### src/rtl/cla32_keylocked_if.sv
// Operand/key/result bundle for the key-locked 32-bit carry-lookahead adder.
// The key_ok_o signal exists only when CLA_KEY_CHECK_EN is defined.
interface cla32_keylocked_if;
   logic [31:0] add1_i;
   logic [31:0] add2_i;
   logic [63:0] keyinput;
   logic        valid_i;
   logic [32:0] result_o;
   logic        valid_o;
`ifdef CLA_KEY_CHECK_EN
   logic        key_ok_o;

   modport master (
      output add1_i, add2_i, keyinput, valid_i,
      input  result_o, valid_o, key_ok_o
   );
   modport slave (
      input  add1_i, add2_i, keyinput, valid_i,
      output result_o, valid_o, key_ok_o
   );
`else
   modport master (
      output add1_i, add2_i, keyinput, valid_i,
      input  result_o, valid_o
   );
   modport slave (
      input  add1_i, add2_i, keyinput, valid_i,
      output result_o, valid_o
   );
`endif
endinterface

### src/rtl/cla32_keylocked.sv
// 32-bit unsigned two-level carry-lookahead adder with 64-bit AND/OR key-gate locking.
// keyinput[31:0] gates the per-bit generates, keyinput[63:32] the per-bit propagates.
// A SECRET_KEY bit of 1 selects an AND gate, 0 an OR gate, so only the secret key is
// transparent. Registered result, latency 1.
// Optional: define CLA_KEY_CHECK_EN to add a registered key_ok_o flag.
module cla32_keylocked #(
   parameter int unsigned WIDTH      = 32,
   parameter logic [63:0] SECRET_KEY = 64'hED06C024C5BF39E2
) (
   input logic              clk,
   input logic              rst,
   cla32_keylocked_if.slave bus
);

   logic [WIDTH-1:0] g, p, gl, pl, sum;
   logic [WIDTH:0]   c;
   logic [7:0]       gg, gp;
   logic [8:0]       cg;
   logic             term;
   logic [WIDTH:0]   result_d, result_q;
   logic             valid_q;

   // Raw generate/propagate followed by the key gates (AND where secret bit is 1, else OR)
   always_comb begin
      g  = bus.add1_i & bus.add2_i;
      p  = bus.add1_i ^ bus.add2_i;
      gl = (g & bus.keyinput[31:0] & SECRET_KEY[31:0])
         | ((g | bus.keyinput[31:0]) & ~SECRET_KEY[31:0]);
      pl = (p & bus.keyinput[63:32] & SECRET_KEY[63:32])
         | ((p | bus.keyinput[63:32]) & ~SECRET_KEY[63:32]);
   end

   // Two-level lookahead: 4-bit group G/P, sum-of-products group carries, in-group carries
   always_comb begin
      gg   = '0;
      gp   = '0;
      cg   = '0;
      c    = '0;
      term = 1'b0;
      for (int k = 0; k < 8; k++) begin
         gg[k] = gl[4*k+3]
               | (pl[4*k+3] & gl[4*k+2])
               | (pl[4*k+3] & pl[4*k+2] & gl[4*k+1])
               | (pl[4*k+3] & pl[4*k+2] & pl[4*k+1] & gl[4*k]);
         gp[k] = &pl[4*k +: 4];
      end
      // cg[0] is the adder carry-in, tied to 0
      for (int k = 0; k < 8; k++) begin
         for (int j = 0; j <= k; j++) begin
            term = gg[j];
            for (int t = j + 1; t <= k; t++) begin
               term = term & gp[t];
            end
            cg[k+1] = cg[k+1] | term;
         end
      end
      for (int k = 0; k < 8; k++) begin
         c[4*k]   = cg[k];
         c[4*k+1] = gl[4*k] | (pl[4*k] & cg[k]);
         c[4*k+2] = gl[4*k+1] | (pl[4*k+1] & gl[4*k])
                  | (pl[4*k+1] & pl[4*k] & cg[k]);
         c[4*k+3] = gl[4*k+2] | (pl[4*k+2] & gl[4*k+1])
                  | (pl[4*k+2] & pl[4*k+1] & gl[4*k])
                  | (pl[4*k+2] & pl[4*k+1] & pl[4*k] & cg[k]);
      end
      c[WIDTH] = cg[8];
   end

   // Sum bits and carry-out
   always_comb begin
      sum      = pl ^ c[WIDTH-1:0];
      result_d = {c[WIDTH], sum};
   end

   // Result register: loads on valid_i, holds otherwise; reset wins over valid_i
   always_ff @(posedge clk) begin
      if (rst) begin
         result_q <= '0;
         valid_q  <= 1'b0;
      end else begin
         valid_q <= bus.valid_i;
         if (bus.valid_i) begin
            result_q <= result_d;
         end
      end
   end

   assign bus.result_o = result_q;
   assign bus.valid_o  = valid_q;

`ifdef CLA_KEY_CHECK_EN
   logic key_ok_q;

   // Key-match flag registered alongside the result
   always_ff @(posedge clk) begin
      if (rst) begin
         key_ok_q <= 1'b0;
      end else if (bus.valid_i) begin
         key_ok_q <= (bus.keyinput == SECRET_KEY);
      end
   end

   assign bus.key_ok_o = key_ok_q;
`endif

endmodule

### src/flat_wrapper.sv
// flat-port wrapper written by rule: the top's interface ports become plain ports
module cla32_keylocked_flat 
#(
   parameter int unsigned WIDTH      = 32,
   parameter logic [63:0] SECRET_KEY = 64'hED06C024C5BF39E2
)
  (clk, rst, bus_add1_i, bus_add2_i, bus_keyinput, bus_valid_i, bus_result_o, bus_valid_o);
  cla32_keylocked_if bus_i ();
  input logic clk;
  input logic rst;
  input wire logic [$bits(bus_i.add1_i)-1:0] bus_add1_i;
  input wire logic [$bits(bus_i.add2_i)-1:0] bus_add2_i;
  input wire logic [$bits(bus_i.keyinput)-1:0] bus_keyinput;
  input wire logic [$bits(bus_i.valid_i)-1:0] bus_valid_i;
  output wire logic [$bits(bus_i.result_o)-1:0] bus_result_o;
  output wire logic [$bits(bus_i.valid_o)-1:0] bus_valid_o;
  assign bus_i.add1_i = bus_add1_i;
  assign bus_i.add2_i = bus_add2_i;
  assign bus_i.keyinput = bus_keyinput;
  assign bus_i.valid_i = bus_valid_i;
  assign bus_result_o = bus_i.result_o;
  assign bus_valid_o = bus_i.valid_o;
  cla32_keylocked #(.WIDTH(WIDTH), .SECRET_KEY(SECRET_KEY)) u_core (.clk(clk), .rst(rst), .bus(bus_i));
endmodule
### config.mk
export PLATFORM = sky130hd
export DESIGN_NAME = cla32_keylocked_flat
export DESIGN_NICKNAME = d
export VERILOG_FILES = /design/src/rtl/cla32_keylocked_if.sv /design/src/rtl/cla32_keylocked.sv /design/src/flat_wrapper.sv
export SDC_FILE = /design/constraint.sdc
export NUM_CORES = 1
export LEC_CHECK = 0
export CAP_MARGIN = 20
export CORE_ASPECT_RATIO = 0.5
export CORE_UTILIZATION = 38
export CTS_CLUSTER_SIZE = 16
export DETAILED_ROUTE_END_ITERATION = 8
export PLACE_DENSITY = 0.88
export SLEW_MARGIN = 25
export SYNTH_ARGS = -nofsm -noshare
export SYNTH_HDL_FRONTEND = slang
export SYNTH_SLANG_ARGS = --single-unit
### constraint.sdc
create_clock -name clk -period 3.1 [get_ports clk]
set_input_delay 0.62 -clock clk [delete_from_list [all_inputs] [get_ports clk]]
set_output_delay 0.62 -clock clk [all_outputs]
set_load 0.1 [all_outputs]
==> impl_results.md, run 1 <==
- Number of remaining DRC errors: 0
- Hold path cells: 2
- TritonCTS clock tree: done
- Post-synthesis sequential area ratio: approximately 26%
- Global routing's busiest layer: met2
- Die width: roughly 120 um
- Power Internal: ~1.2 mW
- Period utilisation layout: between 90 and 100%
- Crit path buf inv count: 1
- DRT iter0 DRCs: 214
- Mapped cell area: roughly 2600 um2
- Synthesized area per cell: between 8 and 9 um2
- Max stage delay cell, worst path: clkdlybuf4s50_1
- Antenna cells: 0
- NumNets Final: between 600 and 700
- CTS Buf Count: 5
- First-pass GRT wire length: about 13000 um
- GRT Residual Overflow: 0
- Syn Nets: approximately 490
- Register bit total from synthesis: 34
- Post-synthesis cell count: 319
- H-tree depth: 2
- Largest cells by area after synthesis: dfxtp_1 (26%), ha_1 (18%), nor2_1 (8.0%)
- Element type at the critical path end: flip-flop
- Final ANT Viol Nets: 0
- Setup TNS: 0 ns
- GRT Util Overall: 22.7%
- WS Path Type: in2reg
- Post-DR vias/cell: between 5 and 6
- Startpoint Class: primary input
- Synth Flop Type: dfxtp_1
- R2r endpoint: u_core.bus.result_o[31]
- IO buf count: 164
- Area fraction of the dominant cell type after synthesis: 25.8%
- Worst hold start: u_core.bus.result_o[7]
- DP HPWL: approximately 6700 um
- Synth cell count leaders: nor2_1 (56), ha_1 (39), dfxtp_1 (34)
- Worst Reg-to-Reg Cells: 3
- Number of global-route vias before repair: between 2000 and 3000
- Cell repeated most along the worst path: ha_1
- # IOs: between 150 and 200
- Final min period: 3.07 ns
- Full die area: ~7300 um2
- R2R Path Start: u_core.bus.result_o[31]
- Clock share of power: 25.0%
- Total number of vias: ~3100
- Core Box Area: ~6700 um2
- Normalized max-slew margin: 66.6%
- Combinational power share: just under 50%
- Initial Util: approximately two fifths
- Crit path DAT: 3.26 ns
- Count of cell types in the netlist: 57
- Hold EP: u_core.bus.result_o[7]
- Initial antenna violation count: 0
- Pwr/cell area: slightly above 400 nW/um2
- Slowest stage delay, CP: between 0.4 and 0.5 ns
- Slew @ Worst Pin: 0.499 ns
- R2r setup slk: between 2 and 2.5 ns
- Run status: complete, no violations
- Clk sink count: 34
- Switch share: roughly two fifths
- Total power: between 1.5 and 2 mW
- Largest net degree at the start of global routing: 33
- Routability Congestion: 0.813
- Met2 Usage GRT: 43.9%
- CTS Buffer Depth: 2
- Final hold vios: 0
- Peak supply drop: 0.246 mV
- Hold_ws: 0.482 ns
- Avg WL per Cell: 14.3 um
- First-pass detailed-route iteration total: 4
- Skew final: 0 ns
- Leakage: roughly 2.1 nW
- Met1 usage in global routing: a little over a quarter
- Met3 global-route usage: 4.14%
- Reg clk slew, reported paths: 0.05 ns
- Root buffer cell: clkbuf_16
- Yosys warnings: 0
- Largest area contributor in the netlist: dfxtp_1
- Area grow syn2layout: 82.7%
- Min-Delay Path Class: reg2reg
- Sequential power share: between 20 and 30%
- Filler cell count: roughly 480
- Fraction of layout cells with a size suffix above 1: about 21%
- Number of core rows: 21
- Final WL: ~8700 um
- Top Family by Delay on Critical Path: compound AO/OA/AOI/OAI gates
- Async SR Flop Fraction: 0%
- Fmax: 326 MHz
- Die Span Y: a little over 60 um
- Post-synth EDFFs: 0
- Crit-path cells: clkdlybuf4s50_1 -> ha_1 -> nor2_2 -> o21ai_1 -> a311oi_2 -> o2111ai_2 -> a31oi_4 -> nor2_1 -> a21o_1 -> ha_1 -> a21oi_1 -> xnor2_1 -> a211oi_1
- NetSw: ~800 uW
- Count leader, synth: nor2_1
- RSZ-0062 raised after global routing: yes
- Clk_lat worst skew: 0.27 ns
- Slew Limit Fails: 0
- # setup viols final: 0
- Critical path required time: between 3 and 4 ns
- Max FO, Critical Path: 3
- Max_cap viols: 0
-- logic make-up (layout without fill, tap and decap cells) --
logic type | after synthesis | count (layout) | synth area share (%)
compound gates | 81 | 81 | 23.1
xor+xnor | 18 | 18 | 5.97
fa+ha+maj | 39 | 39 | 18.5
buf+inv | 16 | 215 | 2.27
flops | 34 | 34 | 25.8
mux | 12 | 12 | 4.55
simple gates | 119 | 119 | 19.8
-- through the flow --
step	util, %	setup slack (ns)	std cells	cell area (um2)
final	72.0	0.0344	610	4820
after global routing	72.0	-0.110	610	4820
after global placement	67.9	-0.221	603	4550
after CTS	70.0	-0.0229	609	4690
after floorplan	-	0.265	319	2640
after detailed placement	67.9	-0.287	603	4550
-- cell type report --
class | instances | area, um2 | area share (%)
Sequential cell | 34 | 681 | 14.1
Timing Repair Buffer | 201 | 1830 | 38.0
Tap cell | 92 | 115 | 2.39
Clock buffer | 6 | 139 | 2.88
Multi-Input combinational cell | 269 | 2030 | 42.0
Inverter | 8 | 30.0 | 0.622
-- per-layer routing --
metal	vias up	wire (um)
met5	-	0
met4	0	84
met3	12	414
met2	94	4550
met1	1412	3690
li1	1576	-
-- sequential cells by signal, summed over array words and instances, names as in the netlist --
name	flops
u_core.bus.result_o	33
u_core.bus.valid_o	1
-- how the worst max path moves through the flow --
stage                                          to           start  cells past startpoint
after floorplan           u_core.bus.result_o[25]   bus_add2_i[4]                     11
after global placement    u_core.bus.result_o[25]  bus_add2_i[13]                     13
after detailed placement  u_core.bus.result_o[25]  bus_add1_i[13]                     13
after CTS                 u_core.bus.result_o[15]   bus_add2_i[4]                     11
after global routing      u_core.bus.result_o[25]  bus_add1_i[13]                     13
final                     u_core.bus.result_o[25]  bus_add1_i[13]                     13
-- timing repair --
action / 4_1_cts / 5_1_grt
gates cloned: 0 / 0
setup buffers: 0 / 1
pin swaps: 0 / 9
hold buffers: 0 / 0
gates resized for setup: 0 / 22
endpoints found under the setup margin: 2 / 16
-- power by group through the flow --
stage | registers [mW] | logic, mW | clock network, mW
after floorplan | 0.817 | 0.261 | 0
after global placement | 0.510 | 0.912 | 0
after CTS | 0.503 | 0.930 | 0.487
final | 0.503 | 0.966 | 0.491
after global routing | 0.507 | 1.03 | 0.515
after detailed placement | 0.511 | 0.924 | 0
-- placed cells by master, fill, tap and decap left out, drive strengths merged, types with 2 or more instances in the layout --
master,netlist,layout
a211oi,14,14
a21boi,3,3
a21o,3,3
a21oi,13,13
a22oi,2,2
a311oi,3,3
a32o,2,2
a32oi,2,2
and2,3,3
buf,2,72
clkbuf,6,6
clkdlybuf4s50,0,129
dfxtp,34,34
ha,39,39
inv,8,8
mux2i,12,12
nand2,31,31
nand2b,4,4
nand3,4,4
nand4,4,4
nor2,59,59
nor3,3,3
nor4,2,2
o2111ai,2,2
o211ai,5,5
o21ai,12,12
o22ai,5,5
o31ai,2,2
or2,5,5
xnor2,13,13
xor2,5,5
-- worst min-delay path: stages, from the launching register on --
cell	delay, ns
dfxtp_1	0.31
nor2_1	0.08
a211oi_1	0.05
Note: power is estimated with default switching activity, not from simulation.
==> inputs of run 2 (changes only) <==
Clock period 3.1 ns to 3.44 ns, I/O delays scaled along.
==> run 2 against run 1 <==
Compared with the run above:
- total power shrank 9.0%
- critical path depth is the same
- sequential share of layout area grew 0.68 points
- critical endpoint unchanged
==> impl_results.md, run 2 (same netlist as run 1, synthesis figures left out) <==
- Run status: complete, no violations
- Clk_lat worst skew: 0.27 ns (about the same)
- Max FO, Critical Path: 3 (unchanged)
- DP HPWL: 6660 um (-1.1%)
- Most common cell after layout, fill and taps aside: clkdlybuf4s50_1
- Area grow syn2layout: 74.2%
- Initial antenna violation count: 0 (unchanged)
- Startpoint Class: primary input
- Crit path DAT: 3.48 ns (+0.22 ns)
- Peak supply drop: 0.234 mV (-4.8%)
- GRT Util Overall: 22.2% (-0.51 points)
- Element type at the critical path end: flip-flop
- Reg clk slew, reported paths: 0.06 ns (about the same)
- Pwr/cell area: 388 nW/um2 (-4.6%)
- CTS Buffer Depth: 2 (unchanged)
- Avg WL per Cell: 14.0 um (-2.3%)
- Routability Congestion: 0.864 (+6.2%)
- Clk sink count: 34 (unchanged)
- Root buffer cell: clkbuf_16
- Cts repair resizes: 0 (unchanged)
- Die Span Y: 61.0 um (unchanged)
- Fmax: just over 300 MHz
- Initial Util: 39.4% (unchanged)
- CTS Buf Count: 5 (unchanged)
- Max_cap viols: 0 (unchanged)
- Setup bufs post-CTS: 0 (unchanged)
- Leakage: 1.89 nW (-8.0%)
- Core Box Area: 6700 um2 (unchanged)
- Number of remaining DRC errors: 0 (unchanged)
- Clock share of power: 28.8% (+3.8 points)
- Full die area: 7310 um2 (unchanged)
- DRT iter0 DRCs: 129 (-40%)
- Hold bufs inserted after CTS: 0 (unchanged)
- TritonCTS clock tree: done
- IO buf count: 164 (unchanged)
- Slew Limit Fails: 0 (unchanged)
- Total number of vias: 2998 (-3.1%)
- Combinational power share: 45.9% (-3.4 points)
- Critical path required time: 3.63 ns (+0.33 ns)
- # IOs: 165 (unchanged)
- Total power: 1.78 mW (-9.0%)
- First-pass detailed-route iteration total: 4 (unchanged)
- Number of global-route vias before repair: 2892 (+3.3%)
- Sequential power share: 25.4% (-0.3 points)
- Min-Delay Path Class: reg2reg
- Most frequent cells in the layout: clkdlybuf4s50_1 (152), nor2_1 (56), ha_1 (39), dfxtp_1 (34), nand2_1 (31)
- Final min period: between 3 and 4 ns
- Die width: 120 um (unchanged)
- GRT Residual Overflow: 0 (unchanged)
- RSZ-0062 raised after global routing: no
- Power Internal: 1.10 mW (-7.2%)
- Post-DR vias/cell: 5.11 (+0.69%)
- NumNets Final: 664 (-3.6%)
- Antenna cells: 0 (unchanged)
- Normalized max-slew margin: 32.4% (-34 points)
- Period utilisation layout: approximately 96%
- Filler cell count: 526 (+8.9%)
- H-tree depth: 2 (unchanged)
- Final ANT Viol Nets: 0 (unchanged)
- First-pass GRT wire length: 12700 um (-1.7%)
- Slew @ Worst Pin: 1.01 ns (+0.511 ns)
- # setup viols final: 0 (unchanged)
- NetSw: 686 uW (-12%)
- Final hold vios: 0 (unchanged)
- Fraction of layout cells with a size suffix above 1: 10.1% (-11 points)
- Largest net degree at the start of global routing: 48 (+45%)
- Switch share: 38.4% (-1.2 points)
- Max reg flops: 33 (unchanged)
- Util after Layout: 68.7% (-3.3 points)
- Skew final: 0 ns (unchanged)
- WS Path Type: in2reg
- Number of core rows: 21 (unchanged)
- Final WL: 8210 um (-6.0%)
## run 2: cell count changes in the layout (fill, tap and decap cells not counted), sizes merged
cell	delta
buf	-48
bufinv	+1
clkbuf	-1
clkdlybuf4s50	+23
clkinvlp	+2
## run 2: metrics by stage
stage | hold slack [ns] | instance area [um2] | instances | setup TNS, ns | setup WS, ns
5_1_grt | 0.501 | 4600 | 587 | 0 | 0.0208
6_report | 0.465 | 4600 | 587 | 0 | 0.155
3_3_place_gp | 0.448 | 4430 | 579 | 0 | 0.0508
4_1_cts | 0.469 | 4600 | 587 | 0 | 0.107
2_1_floorplan | 0.831 | 2640 | 319 | 0 | 0.537
3_5_place_dp | 0.462 | 4430 | 579 | -0.0772 | -0.0552
## run 2: path summary, 6_finish.rpt
| kind | startpoint | endpoint | slack (ns) | cells after the start |
|---|---|---|---|---|
| worst max register to register | u_core.bus.result_o[31] | u_core.bus.result_o[31] | 2.56 | 3 |
| worst min register to register | u_core.bus.result_o[14] | u_core.bus.result_o[14] | 0.47 | 1 |
| worst max-delay path | bus_add2_i[13] | u_core.bus.result_o[25] | 0.15 | 13 |
| worst min-delay path | u_core.bus.result_o[14] | u_core.bus.result_o[14] | 0.47 | 1 |
## run 2: power groups by stage
stage | combinational (mW) | sequential [mW] | clock [mW]
2_1_floorplan | 0.235 | 0.736 | 0
3_3_place_gp | 0.801 | 0.459 | 0
3_5_place_dp | 0.812 | 0.460 | 0
4_1_cts | 0.820 | 0.453 | 0.519
5_1_grt | 0.871 | 0.457 | 0.541
6_report | 0.819 | 0.452 | 0.513
## run 2: worst max-delay path: stages
cell	delay, ns
clkdlybuf4s50_1	0.42
ha_1	0.32
nor2_2	0.11
o21ai_1	0.12
a311oi_1	0.45
o2111ai_1	0.19
a31oi_2	0.28
nor2_1	0.09
a21o_1	0.16
ha_1	0.17
a21oi_1	0.16
xnor2_1	0.09
a211oi_1	0.22
## run 2: metal layers
layer / vias to the layer above / routed length (um) / global-route usage, %
met5: - / 0 / 0
met4: 0 / 174 / 8.21
met3: 18 / 360 / 3.85
met2: 81 / 4250 / 43.6
met1: 1376 / 3420 / 24.8
li1: 1523 / - / -
## run 2: cell type report
| class | instances | area, um2 | share of cell area, % |
|---|---|---|---|
| tap | 92 | 115 | 2.50 |
| multi-input combinational | 269 | 1910 | 41.4 |
| inverter | 8 | 30.0 | 0.653 |
| sequential | 34 | 681 | 14.8 |
| timing repair buffer | 176 | 1700 | 36.9 |
| clock buffer | 5 | 125 | 2.72 |
| clock inverter | 3 | 45.0 | 0.979 |
